**src/rtl/survivor_mem_pkg.sv**
```systemverilog
// ---------------------------------------------------------------------------
// survivor_mem_pkg
// Shared definitions for the Viterbi survivor (traceback) memory.
//   - Trellis sizing macros (`MAX_STATE_NUM, `MAX_STATE_REG_NUM,
//     `MAX_OUTPUT_BIT_NUM, `DECODE_BIT_NUM), defaulted here if the build
//     does not supply them.
//   - TD_DEPTH: number of trellis stages held (one entry per stage).
//   - LEVEL_W / ADDR_W: entry-count and memory-address widths.
//   - smem_state_e: FILL / DRAIN controller states.
// Optional feature macro used by survivor_mem: SMEM_ERR_EN.
// ---------------------------------------------------------------------------
`ifndef MAX_STATE_NUM
`define MAX_STATE_NUM 4
`endif
`ifndef MAX_STATE_REG_NUM
`define MAX_STATE_REG_NUM 2
`endif
`ifndef MAX_OUTPUT_BIT_NUM
`define MAX_OUTPUT_BIT_NUM 8
`endif
`ifndef DECODE_BIT_NUM
`define DECODE_BIT_NUM 1
`endif

package survivor_mem_pkg;

    localparam int ST_NUM   = `MAX_STATE_NUM;
    localparam int ST_W     = `MAX_STATE_REG_NUM;
    localparam int ENTRY_W  = ST_NUM * ST_W;
    localparam int TD_DEPTH = `MAX_OUTPUT_BIT_NUM / `DECODE_BIT_NUM;
    localparam int LEVEL_W  = $clog2(TD_DEPTH + 1);
    // Keep at least one address bit so a single-entry stack still elaborates.
    localparam int ADDR_W   = (TD_DEPTH > 1) ? $clog2(TD_DEPTH) : 1;

    localparam logic [LEVEL_W-1:0] LEVEL_FULL = LEVEL_W'(TD_DEPTH);

    typedef enum logic {
        FILL  = 1'b0,
        DRAIN = 1'b1
    } smem_state_e;

endpackage

```
**src/rtl/survivor_mem_array.sv**
```systemverilog
// ---------------------------------------------------------------------------
// smem_array
// Survivor storage: one entry per trellis stage. Synchronous write,
// asynchronous (combinational) read, no reset -- contents persist across
// reset and stale entries are masked by the owner's empty flag.
// Ports:
//   clk      : clock
//   i_we     : write enable
//   i_waddr  : write address
//   i_wdata  : write data (one full predecessor-state array)
//   i_raddr  : read address
//   o_rdata  : read data, valid in the same cycle as i_raddr
// ---------------------------------------------------------------------------
module smem_array
    import survivor_mem_pkg::*;
#(
    parameter int DEPTH  = TD_DEPTH,
    parameter int AW     = ADDR_W,
    parameter int DATA_W = ENTRY_W
) (
    input  logic              clk,
    input  logic              i_we,
    input  logic [AW-1:0]     i_waddr,
    input  logic [DATA_W-1:0] i_wdata,
    input  logic [AW-1:0]     i_raddr,
    output logic [DATA_W-1:0] o_rdata
);

    logic [DATA_W-1:0] r_mem [DEPTH];

    always_ff @(posedge clk) begin
        if (i_we) begin
            r_mem[i_waddr] <= i_wdata;
        end
    end

    assign o_rdata = r_mem[i_raddr];

endmodule

```
**src/rtl/survivor_mem.sv**
```systemverilog
// ---------------------------------------------------------------------------
// survivor_mem
// LIFO of survivor predecessor arrays between the ACS stage (writer) and the
// traceback stage (reader). FILL accepts one stage per en_s until full, then
// DRAIN hands entries back newest-first on en_t until empty.
// Ports:
//   clk          : clock, rising edge
//   rst          : synchronous reset, active low
//   en_s         : push request (honoured only in FILL)
//   i_prv_st     : predecessor state per trellis state, current stage
//   en_t         : pop request (honoured only in DRAIN)
//   o_bck_prv_st : top-of-stack entry, zero when empty, zero latency
//   o_td_empty   : level == 0
//   o_td_full    : level == TD_DEPTH
//   o_fill_done  : one-cycle pulse in the first DRAIN cycle
//   o_level      : current entry count
//   o_td_err     : sticky misuse flag (only when SMEM_ERR_EN is defined)
// Build macro: SMEM_ERR_EN adds o_td_err.
// ---------------------------------------------------------------------------
module survivor_mem
    import survivor_mem_pkg::*;
(
    input  logic                            clk,
    input  logic                            rst,
    input  logic                            en_s,
    input  logic [ST_NUM-1:0][ST_W-1:0]     i_prv_st,
    input  logic                            en_t,
    output logic [ST_NUM-1:0][ST_W-1:0]     o_bck_prv_st,
    output logic                            o_td_empty,
    output logic                            o_td_full,
    output logic                            o_fill_done,
    output logic [LEVEL_W-1:0]              o_level
`ifdef SMEM_ERR_EN
    ,
    output logic                            o_td_err
`endif
);

    smem_state_e        r_state;
    smem_state_e        w_state_next;
    logic [LEVEL_W-1:0] r_level;
    logic [LEVEL_W-1:0] w_level_next;
    logic               r_fill_done;
    logic               w_push;
    logic               w_empty;
    logic               w_full;
    logic [ADDR_W-1:0]  w_rd_addr;
    logic [ENTRY_W-1:0] w_rd_data;

    assign w_empty = (r_level == '0);
    assign w_full  = (r_level == LEVEL_FULL);

    always_comb begin
        w_state_next = r_state;
        w_level_next = r_level;
        w_push       = 1'b0;
        case (r_state)
            FILL: begin
                if (en_s && !w_full) begin
                    w_push       = 1'b1;
                    w_level_next = r_level + 1'b1;
                    if (w_level_next == LEVEL_FULL) begin
                        w_state_next = DRAIN;
                    end
                end
            end
            DRAIN: begin
                if (en_t && !w_empty) begin
                    w_level_next = r_level - 1'b1;
                    if (w_level_next == '0) begin
                        w_state_next = FILL;
                    end
                end
            end
            default: begin
                w_state_next = FILL;
            end
        endcase
    end

    always_ff @(posedge clk) begin
        if (!rst) begin
            r_state     <= FILL;
            r_level     <= '0;
            r_fill_done <= 1'b0;
        end else begin
            r_state     <= w_state_next;
            r_level     <= w_level_next;
            // Pulse marks the cycle right after the FILL->DRAIN edge.
            r_fill_done <= (r_state == FILL) && (w_state_next == DRAIN);
        end
    end

`ifdef SMEM_ERR_EN
    logic r_td_err;
    logic w_err_evt;

    assign w_err_evt = (en_s && ((r_state == DRAIN) || w_full)) ||
                       (en_t && ((r_state == FILL)  || w_empty));

    always_ff @(posedge clk) begin
        if (!rst) begin
            r_td_err <= 1'b0;
        end else if (w_err_evt) begin
            r_td_err <= 1'b1;
        end
    end

    assign o_td_err = r_td_err;
`endif

    // Top of stack lives at level-1; the wrap at level 0 is harmless because
    // the output is masked by empty.
    assign w_rd_addr = ADDR_W'(r_level - 1'b1);

    smem_array u_smem_array (
        .clk     (clk),
        .i_we    (w_push),
        .i_waddr (r_level[ADDR_W-1:0]),
        .i_wdata (i_prv_st),
        .i_raddr (w_rd_addr),
        .o_rdata (w_rd_data)
    );

    generate
        for (genvar gi = 0; gi < ST_NUM; gi++) begin : g_out
            assign o_bck_prv_st[gi] = w_empty ? '0 : w_rd_data[gi*ST_W +: ST_W];
        end
    endgenerate

    assign o_td_empty  = w_empty;
    assign o_td_full   = w_full;
    assign o_fill_done = r_fill_done;
    assign o_level     = r_level;

endmodule

```
**config.mk**
```make
export PLATFORM = sky130hd
export DESIGN_NAME = survivor_mem
export DESIGN_NICKNAME = d
export VERILOG_FILES = /design/src/rtl/survivor_mem_pkg.sv /design/src/rtl/survivor_mem_array.sv /design/src/rtl/survivor_mem.sv
export SDC_FILE = /design/constraint.sdc
export NUM_CORES = 1
export LEC_CHECK = 0
export CAP_MARGIN = 10
export CORE_MARGIN = 2
export CORE_UTILIZATION = 45
export CTS_CLUSTER_SIZE = 12
export DETAILED_ROUTE_END_ITERATION = 8
export GPL_TIMING_DRIVEN = 1
export SETUP_SLACK_MARGIN = 0.15
export SLEW_MARGIN = 5
export SYNTH_ARGS = -nofsm -noshare
export SYNTH_HDL_FRONTEND = slang
export SYNTH_SLANG_ARGS = --single-unit
```
**constraint.sdc**
```tcl
create_clock -name clk -period 4.55 [get_ports clk]
set_input_delay 0.455 -clock clk [delete_from_list [all_inputs] [get_ports clk]]
set_output_delay 0.455 -clock clk [all_outputs]
set_load 0.01 [all_outputs]
```
==> flow_metrics.py, run 1 <==
metrics = {
    "worst_hold_path": {
        "worstHoldEndpoint": "o_level[3]",
        "holdPathStages": 2,
        "hold_path.class": "flop to flop",
        "min_from": "o_level[3]",
    },
    "placement": {
        "dp_slack_ns": 1.42,
        "dp_hpwl_um": 3760,
        "portBuffers": 26,
        "gp_congestion": 0.769,
    },
    "critical_path": {
        "cp_top_family": "adder cells",
        "r2r-end": "u_smem_array.r_mem[0][5]",
        "worstPathArrival_ns": 3.05,
        "cpMaxStageDelayCell": "ha_1",
        "ff2ff_setup_slack_ns": 1.59,
        "critical_path_peak_fanout": 19,
        "crit_buf_inv": 2,
        "critPathRequiredTime_ns": 4.09,
        "cp-start-kind": "flop",
        "worstSetupPathType": "flop to output pin",
        "path_depth": 6,
        "cp_slowest_stage_delay_ns": 0.86,
        "timing.rr.start": "o_level[1]",
        "end_kind": "output pin",
        "worstRegToRegCells": 6,
        "worstPathCellList": "inv_1 -> ha_1 -> mux4_2 -> nand2_1 -> a21oi_1 -> clkdlybuf4s50_1",
    },
    "clocking": {
        "cts_tree": "built",
        "cts_buffer_depth": 2,
        "htree_levels": 3,
        "cts_made_buffers": 9,
        "clk_latency_ns": 0.34,
        "clkTransAtPathRegs_ns": 0.07,
        "postCtsHoldBufs": 0,
        "root_buffer": "clkbuf_8",
        "clock-sinks": 70,
        "post_cts_buffers": 0,
        "cts_resized": 0,
    },
    "floorplan": {
        "core_area_um2": 6420,
        "start_util": 0.470,
        "die_h_um": 85.9,
        "placementRows": 29,
        "fp.dieW_um": 85.9,
        "ios": 27,
        "dieArea_um2": 7370,
    },
    "global_routing": {
        "grt_overflow_total": 0,
        "antenna_found_initial": 0,
        "grt.total_usage": 0.173,
        "grt_pass1_wl_um": 9050,
        "grt_pass1_vias": 1641,
        "grt_start_max_net_pins": 29,
    },
    "sta": {
        "maxSlewHeadroom": 0.298,
        "rsz0062_at_grt": "no",
        "drv_slew": 0,
        "fmax_mhz": 286,
        "period_needed_ns": 3.50,
        "hold_violations": 0,
        "fin_skew_ns": 0.00679,
        "tightest_slew_ns": 1.04,
        "worst_slack_ns": 1.05,
        "finalCritPeriodShare": 0.770,
        "finalSetupTns_ns": 0,
        "finalSetupViolCount": 0,
    },
    "route": {
        "first_iter_violations": 95,
        "drc_errors": 1,
        "drtPass1Iterations": 6,
        "wl_um": 5860,
        "detail-route-antenna-nets": 0,
        "route.vias.total": 1665,
        "post_drt_wl_per_cell_um": 19.6,
        "viasPerCell": 5.57,
    },
    "layout": {
        "n_fill_cell": 530,
        "antenna_cells": 0,
        "final_nets": 233,
        "layout_common_cells": "edfxtp_1, nand2_1, clkdlybuf4s50_1",
        "area_growth_pct": 17.4,
        "drive_gt1_frac": 0.176,
        "layout_commonest_cell": "edfxtp_1",
    },
    "synth": {
        "avgSynthCellArea_um2": 16.6,
        "synthTopCellsByArea": "edfxtp_1, mux4_2, dfxtp_1",
        "ys_seq_area_frac": 0.677,
        "synth_edf_count": 64,
        "synthCells": 182,
        "syn_area_um2": 3020,
        "yosys.area.top_type_share": 0.637,
        "synth_ff_type": "edfxtp_1",
        "ys_ff_latch": 70,
        "synth_top_area_cell": "edfxtp_1",
        "syn-num-nets": 198,
        "synth_cell_types": 34,
        "synth_warnings": 0,
        "async_reset_ff_frac": 0,
    },
    "outcome": {
        "violations": "design-rule violations",
        "status": "finished with violations",
    },
    "power": {
        "vdd_drop_max_mv": 0.251,
        "total_leakage_power_nw": 1.17,
        "power_density_nw_per_um2": 399,
    },
    "run": {
        "cap_violations": 0,
    },
}
## per-stage QoR
step	hold WS (ns)	instances	area [um^2]	power, mW	util
2_1_floorplan	0.554	182	3020	0.865	-
3_3_place_gp	0.571	283	3350	0.941	0.522
3_5_place_dp	0.589	283	3350	0.943	0.522
4_1_cts	0.600	299	3540	1.43	0.551
5_1_grt	0.642	299	3540	1.48	0.551
6_report	0.599	299	3540	1.41	0.551
## cell type report
cell class / count / area, um^2 / area share
Timing Repair Buffer: 34 / 320 / 0.0905
Multi-Input combinational cell: 99 / 881 / 0.249
Clock buffer: 11 / 131 / 0.0371
Tap cell: 77 / 96.3 / 0.0272
Clock inverter: 5 / 58.8 / 0.0166
Inverter: 3 / 11.3 / 0.00318
Sequential cell: 70 / 2040 / 0.577
## routing by layer
metal | wire length (um) | track usage
met4 | 86 | 0.0649
met1 | 2610 | 0.232
met2 | 2900 | 0.272
met5 | 0 | 0
met3 | 255 | 0.0481
## cell usage after synthesis, drive strengths merged (3+ instances only)
| master | count |
|---|---|
| nor3 | 6 |
| xor2 | 3 |
| xnor2 | 4 |
| inv | 3 |
| a21oi | 12 |
| buf | 10 |
| mux4 | 16 |
| nand2 | 26 |
| edfxtp | 64 |
| ha | 4 |
| and2 | 4 |
| dfxtp | 6 |
| mux2i | 4 |
| nor2 | 5 |
## worst register-to-register path, stage by stage, from the launching register on
cell,delay (ns)
dfxtp_1,0.52
inv_1,0.15
ha_1,0.35
nor2b_2,0.24
a21o_1,0.28
nor4_1,0.81
buf_4,0.32
## registers in the layout (all words and copies together), names as in the netlist
register / cells
o_level: 4
r_state: 1
o_fill_done: 1
u_smem_array.r_mem: 64
## report_power, final
part | switching (mW) | internal (mW)
logic | 0.106 | 0.0961
registers | 0.00616 | 0.718
clock network | 0.234 | 0.254
## worst max-delay path by stage
stage / to / start
after floorplan: u_smem_array.r_mem[0][0] / o_level[0]
after global placement: o_bck_prv_st[7] / o_level[1]
after detailed placement: o_bck_prv_st[4] / o_level[1]
after CTS: o_bck_prv_st[2] / o_level[1]
after global routing: o_bck_prv_st[7] / o_level[1]
final: o_bck_prv_st[2] / o_level[1]
## kinds of logic after synthesis
logic type	share of synthesized area
AND/OR/NAND/NOR	0.0738
adder cells (fa/ha/maj)	0.0166
XOR/XNOR	0.0228
flip-flops	0.677
AO/OA/AOI/OAI	0.0423
multiplexers	0.136
buffers and inverters	0.0311
Note: power is estimated with default switching activity, not from simulation.
==> run 2, diff against run 1 <==
- PLACE_DENSITY: unset -> 0.67
- clock period: 4.55 -> 3.1 ns (I/O delays scaled with it)
==> flow_metrics.py, run 2 (same netlist as run 1, synthesis figures left out) <==
metrics = {
    "layout": {
        "top_register": "u_smem_array.r_mem",
        "layout_common_cells": "edfxtp_1, nand2_1, clkdlybuf4s50_1",
        "regArea_um2": 2040,
        "largest_reg_flops": 64,
        "drive_gt1_frac": 0.239,
        "layout_commonest_cell": "edfxtp_1",
        "final_nets": 245,
        "antenna_cells": 0,
        "n_fill_cell": 521,
        "fin_area_um2": 3720,
        "multiInputGateArea_um2": 911,
        "area_growth_pct": 23.2,
    },
    "clocking": {
        "cts_buffer_depth": 2,
        "cts_made_buffers": 9,
        "root_buffer": "clkbuf_8",
        "clock-sinks": 70,
        "clkTransAtPathRegs_ns": 0.08,
        "clk_latency_ns": 0.35,
        "post_cts_buffers": 0,
        "htree_levels": 3,
        "cts_tree": "built",
    },
    "sta": {
        "finalSetupViolCount": 0,
        "period_needed_ns": 2.72,
        "tightest_slew_ns": 0.734,
        "fmax_mhz": 367,
        "finalSetupTns_ns": 0,
        "rsz0062_at_grt": "no",
        "hold_violations": 0,
        "maxSlewHeadroom": 0.510,
        "finalCritPeriodShare": 0.878,
        "fin_skew_ns": 0.00905,
        "drv_slew": 0,
    },
    "global_routing": {
        "grt.total_usage": 0.170,
        "grt_pass1_vias": 1739,
        "grt_pass1_wl_um": 9150,
        "grt_start_max_net_pins": 29,
        "antenna_found_initial": 0,
        "grt_overflow_total": 0,
    },
    "placement": {
        "portBuffers": 26,
        "placed_area_um2": 3450,
        "gp_congestion": 0.799,
        "dp_hpwl_um": 3720,
    },
    "floorplan": {
        "placementRows": 29,
        "core_area_um2": 6420,
        "ios": 27,
        "fp.dieW_um": 85.9,
        "dieArea_um2": 7370,
        "die_h_um": 85.9,
        "start_util": 0.470,
    },
    "critical_path": {
        "cp_slowest_stage_delay_ns": 0.56,
        "cp_top_family": "buffers and inverters",
        "critical_path_peak_fanout": 19,
        "end_kind": "output pin",
        "cp-start-kind": "flop",
        "critPathRequiredTime_ns": 2.79,
        "worstPathCellList": "inv_1 -> ha_4 -> mux4_2 -> nand2_1 -> a21oi_1 -> clkdlybuf4s50_1",
        "worstPathArrival_ns": 2.41,
        "crit_buf_inv": 2,
        "cpMaxStageDelayCell": "clkdlybuf4s50_1",
        "worstSetupPathType": "flop to output pin",
    },
    "route": {
        "route.vias.total": 1700,
        "post_drt_wl_per_cell_um": 18.1,
        "detail-route-antenna-nets": 0,
        "wl_um": 5640,
        "first_iter_violations": 131,
        "drc_errors": 0,
        "drtPass1Iterations": 6,
        "viasPerCell": 5.47,
    },
    "worst_hold_path": {
        "hold_path.class": "flop to flop",
    },
    "power": {
        "total_leakage_power_nw": 1.27,
        "vdd_drop_max_mv": 0.368,
        "power_density_nw_per_um2": 609,
    },
    "run": {
        "cap_violations": 0,
    },
    "outcome": {
        "status": "complete, no violations",
    },
}
run 2: layer usage:
layer	routed length (um)	GRT usage
met1	2610	0.234
met2	2700	0.260
met3	228	0.0385
met4	104	0.0779
met5	0	0
run 2: area by class of cell:
cell class	instances	area share
multi-input combinational	99	0.245
clock buffer	9	0.0333
tap	77	0.0259
sequential	70	0.550
inverter	3	0.00303
clock inverter	7	0.0323
timing repair buffer	46	0.110
run 2: worst register-to-register path: cells and delay by family, from the launching register on:
family / cells / cell delay (ns)
compound gates: 1 / 0.33
fa+ha+maj: 1 / 0.23
buf+inv: 2 / 0.38
flops: 1 / 0.45
simple gates: 3 / 0.66
run 2: final timing paths:
| check | startpoint | to | slack [ns] | depth (start not counted) |
|---|---|---|---|---|
| worst max-delay path | o_level[1] | o_bck_prv_st[4] | 0.38 | 6 |
| worst min-delay path | o_level[3] | o_level[3] | 0.60 | 2 |
| worst max register to register | o_level[1] | u_smem_array.r_mem[3][1] | 0.77 | 7 |
| worst min register to register | o_level[3] | o_level[3] | 0.60 | 2 |
run 2: metrics by stage:
step | setup WS [ns] | power (mW) | cells | hold WS, ns | utilization
floorplan | 0.291 | 1.27 | 182 | 0.409 | -
global placement | 0.157 | 1.39 | 295 | 0.587 | 0.537
detailed placement | 0.142 | 1.39 | 295 | 0.597 | 0.537
CTS | 0.156 | 2.29 | 311 | 0.607 | 0.577
global route | 0.223 | 2.35 | 311 | 0.661 | 0.579
finish | 0.379 | 2.26 | 311 | 0.603 | 0.579
run 2: timing repair:
| item | CTS | global route |
|---|---|---|
| gates cloned | 0 | 0 |
| hold buffers | 0 | 0 |
| resized for setup | 2 | 2 |
| endpoints found under the setup margin | 8 | 8 |
run 2: where the power goes:
part           total (mW)  switching, mW  internal [mW]
clock               0.885          0.349          0.537
sequential           1.06        0.00973           1.05
combinational       0.315          0.156          0.159
total                2.26          0.515           1.75
==> run 3, diff against run 2 <==
- SETUP_SLACK_MARGIN: 0.15 -> unset
==> flow_metrics.py, run 3 (same netlist as run 1, synthesis figures left out) <==
metrics = {
    "global_routing": {
        "grt_pass1_vias": 1739,
        "grt_pass1_wl_um": 9150,
        "grt_overflow_total": 0,
        "grt_start_max_net_pins": 29,
        "antenna_found_initial": 0,
        "grt.total_usage": 0.170,
    },
    "layout": {
        "final_nets": 245,
        "regArea_um2": 2040,
        "largest_reg_flops": 64,
        "area_growth_pct": 23.1,
        "final_cells": 311,
        "drive_gt1_frac": 0.235,
        "n_fill_cell": 520,
        "layout_commonest_cell": "edfxtp_1",
        "antenna_cells": 0,
        "multiInputGateArea_um2": 911,
        "top_register": "u_smem_array.r_mem",
        "fin_area_um2": 3710,
        "layout_common_cells": "edfxtp_1, nand2_1, clkdlybuf4s50_1",
    },
    "critical_path": {
        "worstSetupPathType": "flop to output pin",
        "worstPathArrival_ns": 2.58,
        "critPathRequiredTime_ns": 2.79,
        "critical_path_peak_fanout": 19,
        "end_kind": "output pin",
        "cp-start-kind": "flop",
    },
    "worst_hold_path": {
        "hold_path.class": "flop to flop",
    },
    "clocking": {
        "cts_buffer_depth": 2,
        "clock-sinks": 70,
        "post_cts_buffers": 0,
        "root_buffer": "clkbuf_8",
        "cts_resized": 2,
        "cts_tree": "built",
        "htree_levels": 3,
        "cts_made_buffers": 9,
        "clkTransAtPathRegs_ns": 0.07,
        "postCtsHoldBufs": 0,
        "clk_latency_ns": 0.35,
    },
    "power": {
        "power_density_nw_per_um2": 609,
        "switching_share": 0.227,
        "p_clk_frac": 0.391,
        "combPwrFrac": 0.139,
        "total_leakage_power_nw": 1.27,
        "p_switching_uw": 514,
        "p_int_mw": 1.75,
        "seq_power_share": 0.470,
        "vdd_drop_max_mv": 0.367,
    },
    "placement": {
        "portBuffers": 26,
        "dp_hpwl_um": 3720,
        "gp_congestion": 0.799,
        "dp_slack_ns": 0.142,
        "dp_cells": 295,
        "placed_area_um2": 3450,
    },
    "floorplan": {
        "core_area_um2": 6420,
        "ios": 27,
        "die_h_um": 85.9,
        "fp.dieW_um": 85.9,
        "placementRows": 29,
        "start_util": 0.470,
        "dieArea_um2": 7370,
    },
    "sta": {
        "worst_slack_ns": 0.215,
        "rsz0062_at_grt": "no",
        "finalSetupViolCount": 0,
        "hold_violations": 0,
        "drv_slew": 0,
        "finalSetupTns_ns": 0,
        "period_needed_ns": 2.89,
        "maxSlewHeadroom": 0.515,
        "fmax_mhz": 347,
        "tightest_slew_ns": 0.726,
        "fin_skew_ns": 0.00928,
        "finalCritPeriodShare": 0.931,
    },
    "route": {
        "first_iter_violations": 130,
        "wl_um": 5640,
        "viasPerCell": 5.41,
        "drc_errors": 0,
        "drtPass1Iterations": 6,
        "route.vias.total": 1684,
        "post_drt_wl_per_cell_um": 18.1,
        "detail-route-antenna-nets": 0,
    },
    "run": {
        "cap_violations": 0,
    },
    "outcome": {
        "status": "complete, no violations",
    },
}
-- run 3: changes by cell type in the layout (fill, tap and decap cells not counted) --
cell,change
dfxtp_1,+1
dfxtp_2,-1
-- run 3: metal layers --
metal / track usage / part of all wire / up-vias
met3: 0.0385 / 0.042 / 11
met2: 0.260 / 0.48 / 45
met5: 0 / 0 / -
met1: 0.234 / 0.46 / 841
li1: - / - / 787
met4: 0.0779 / 0.018 / 0
-- run 3: power by group through the flow --
stage | sequential (mW) | combinational [mW] | clock [mW]
4_1_cts | 1.06 | 0.320 | 0.904
6_report | 1.06 | 0.315 | 0.885
2_1_floorplan | 1.08 | 0.184 | 0
5_1_grt | 1.07 | 0.348 | 0.940
3_5_place_dp | 1.08 | 0.309 | 0
3_3_place_gp | 1.08 | 0.311 | 0
-- run 3: worst max-delay path, cell delays in order, from the launching register on --
cell and delay [ns]:
dfxtp_1 0.56, inv_1 0.18, ha_4 0.47, mux4_2 0.23
nand2_1 0.05, a21oi_1 0.18, clkdlybuf4s50_1 0.56
-- run 3: worst paths after layout --
path / startpoint / to / slack (ns) / cells after the start
worst max-delay path: o_level[1] / o_bck_prv_st[4] / 0.21 / 6
worst max register to register: o_level[1] / u_smem_array.r_mem[3][1] / 0.61 / 7
worst min register to register: o_level[3] / o_level[3] / 0.60 / 2
worst min-delay path: o_level[3] / o_level[3] / 0.60 / 2
-- run 3: layout make-up --
| class | instances | share of cell area |
|---|---|---|
| tap | 77 | 0.0259 |
| inverter | 3 | 0.00303 |
| sequential | 70 | 0.550 |
| multi-input combinational | 99 | 0.245 |
| clock buffer | 9 | 0.0333 |
| clock inverter | 7 | 0.0323 |
| timing repair buffer | 46 | 0.110 |
-- run 3: stage by stage --
stage / utilization / hold WS [ns] / power, mW
CTS: 0.577 / 0.607 / 2.29
floorplan: - / 0.409 / 1.27
finish: 0.578 / 0.601 / 2.26
global placement: 0.537 / 0.587 / 1.39
global route: 0.578 / 0.661 / 2.35
detailed placement: 0.537 / 0.597 / 1.39
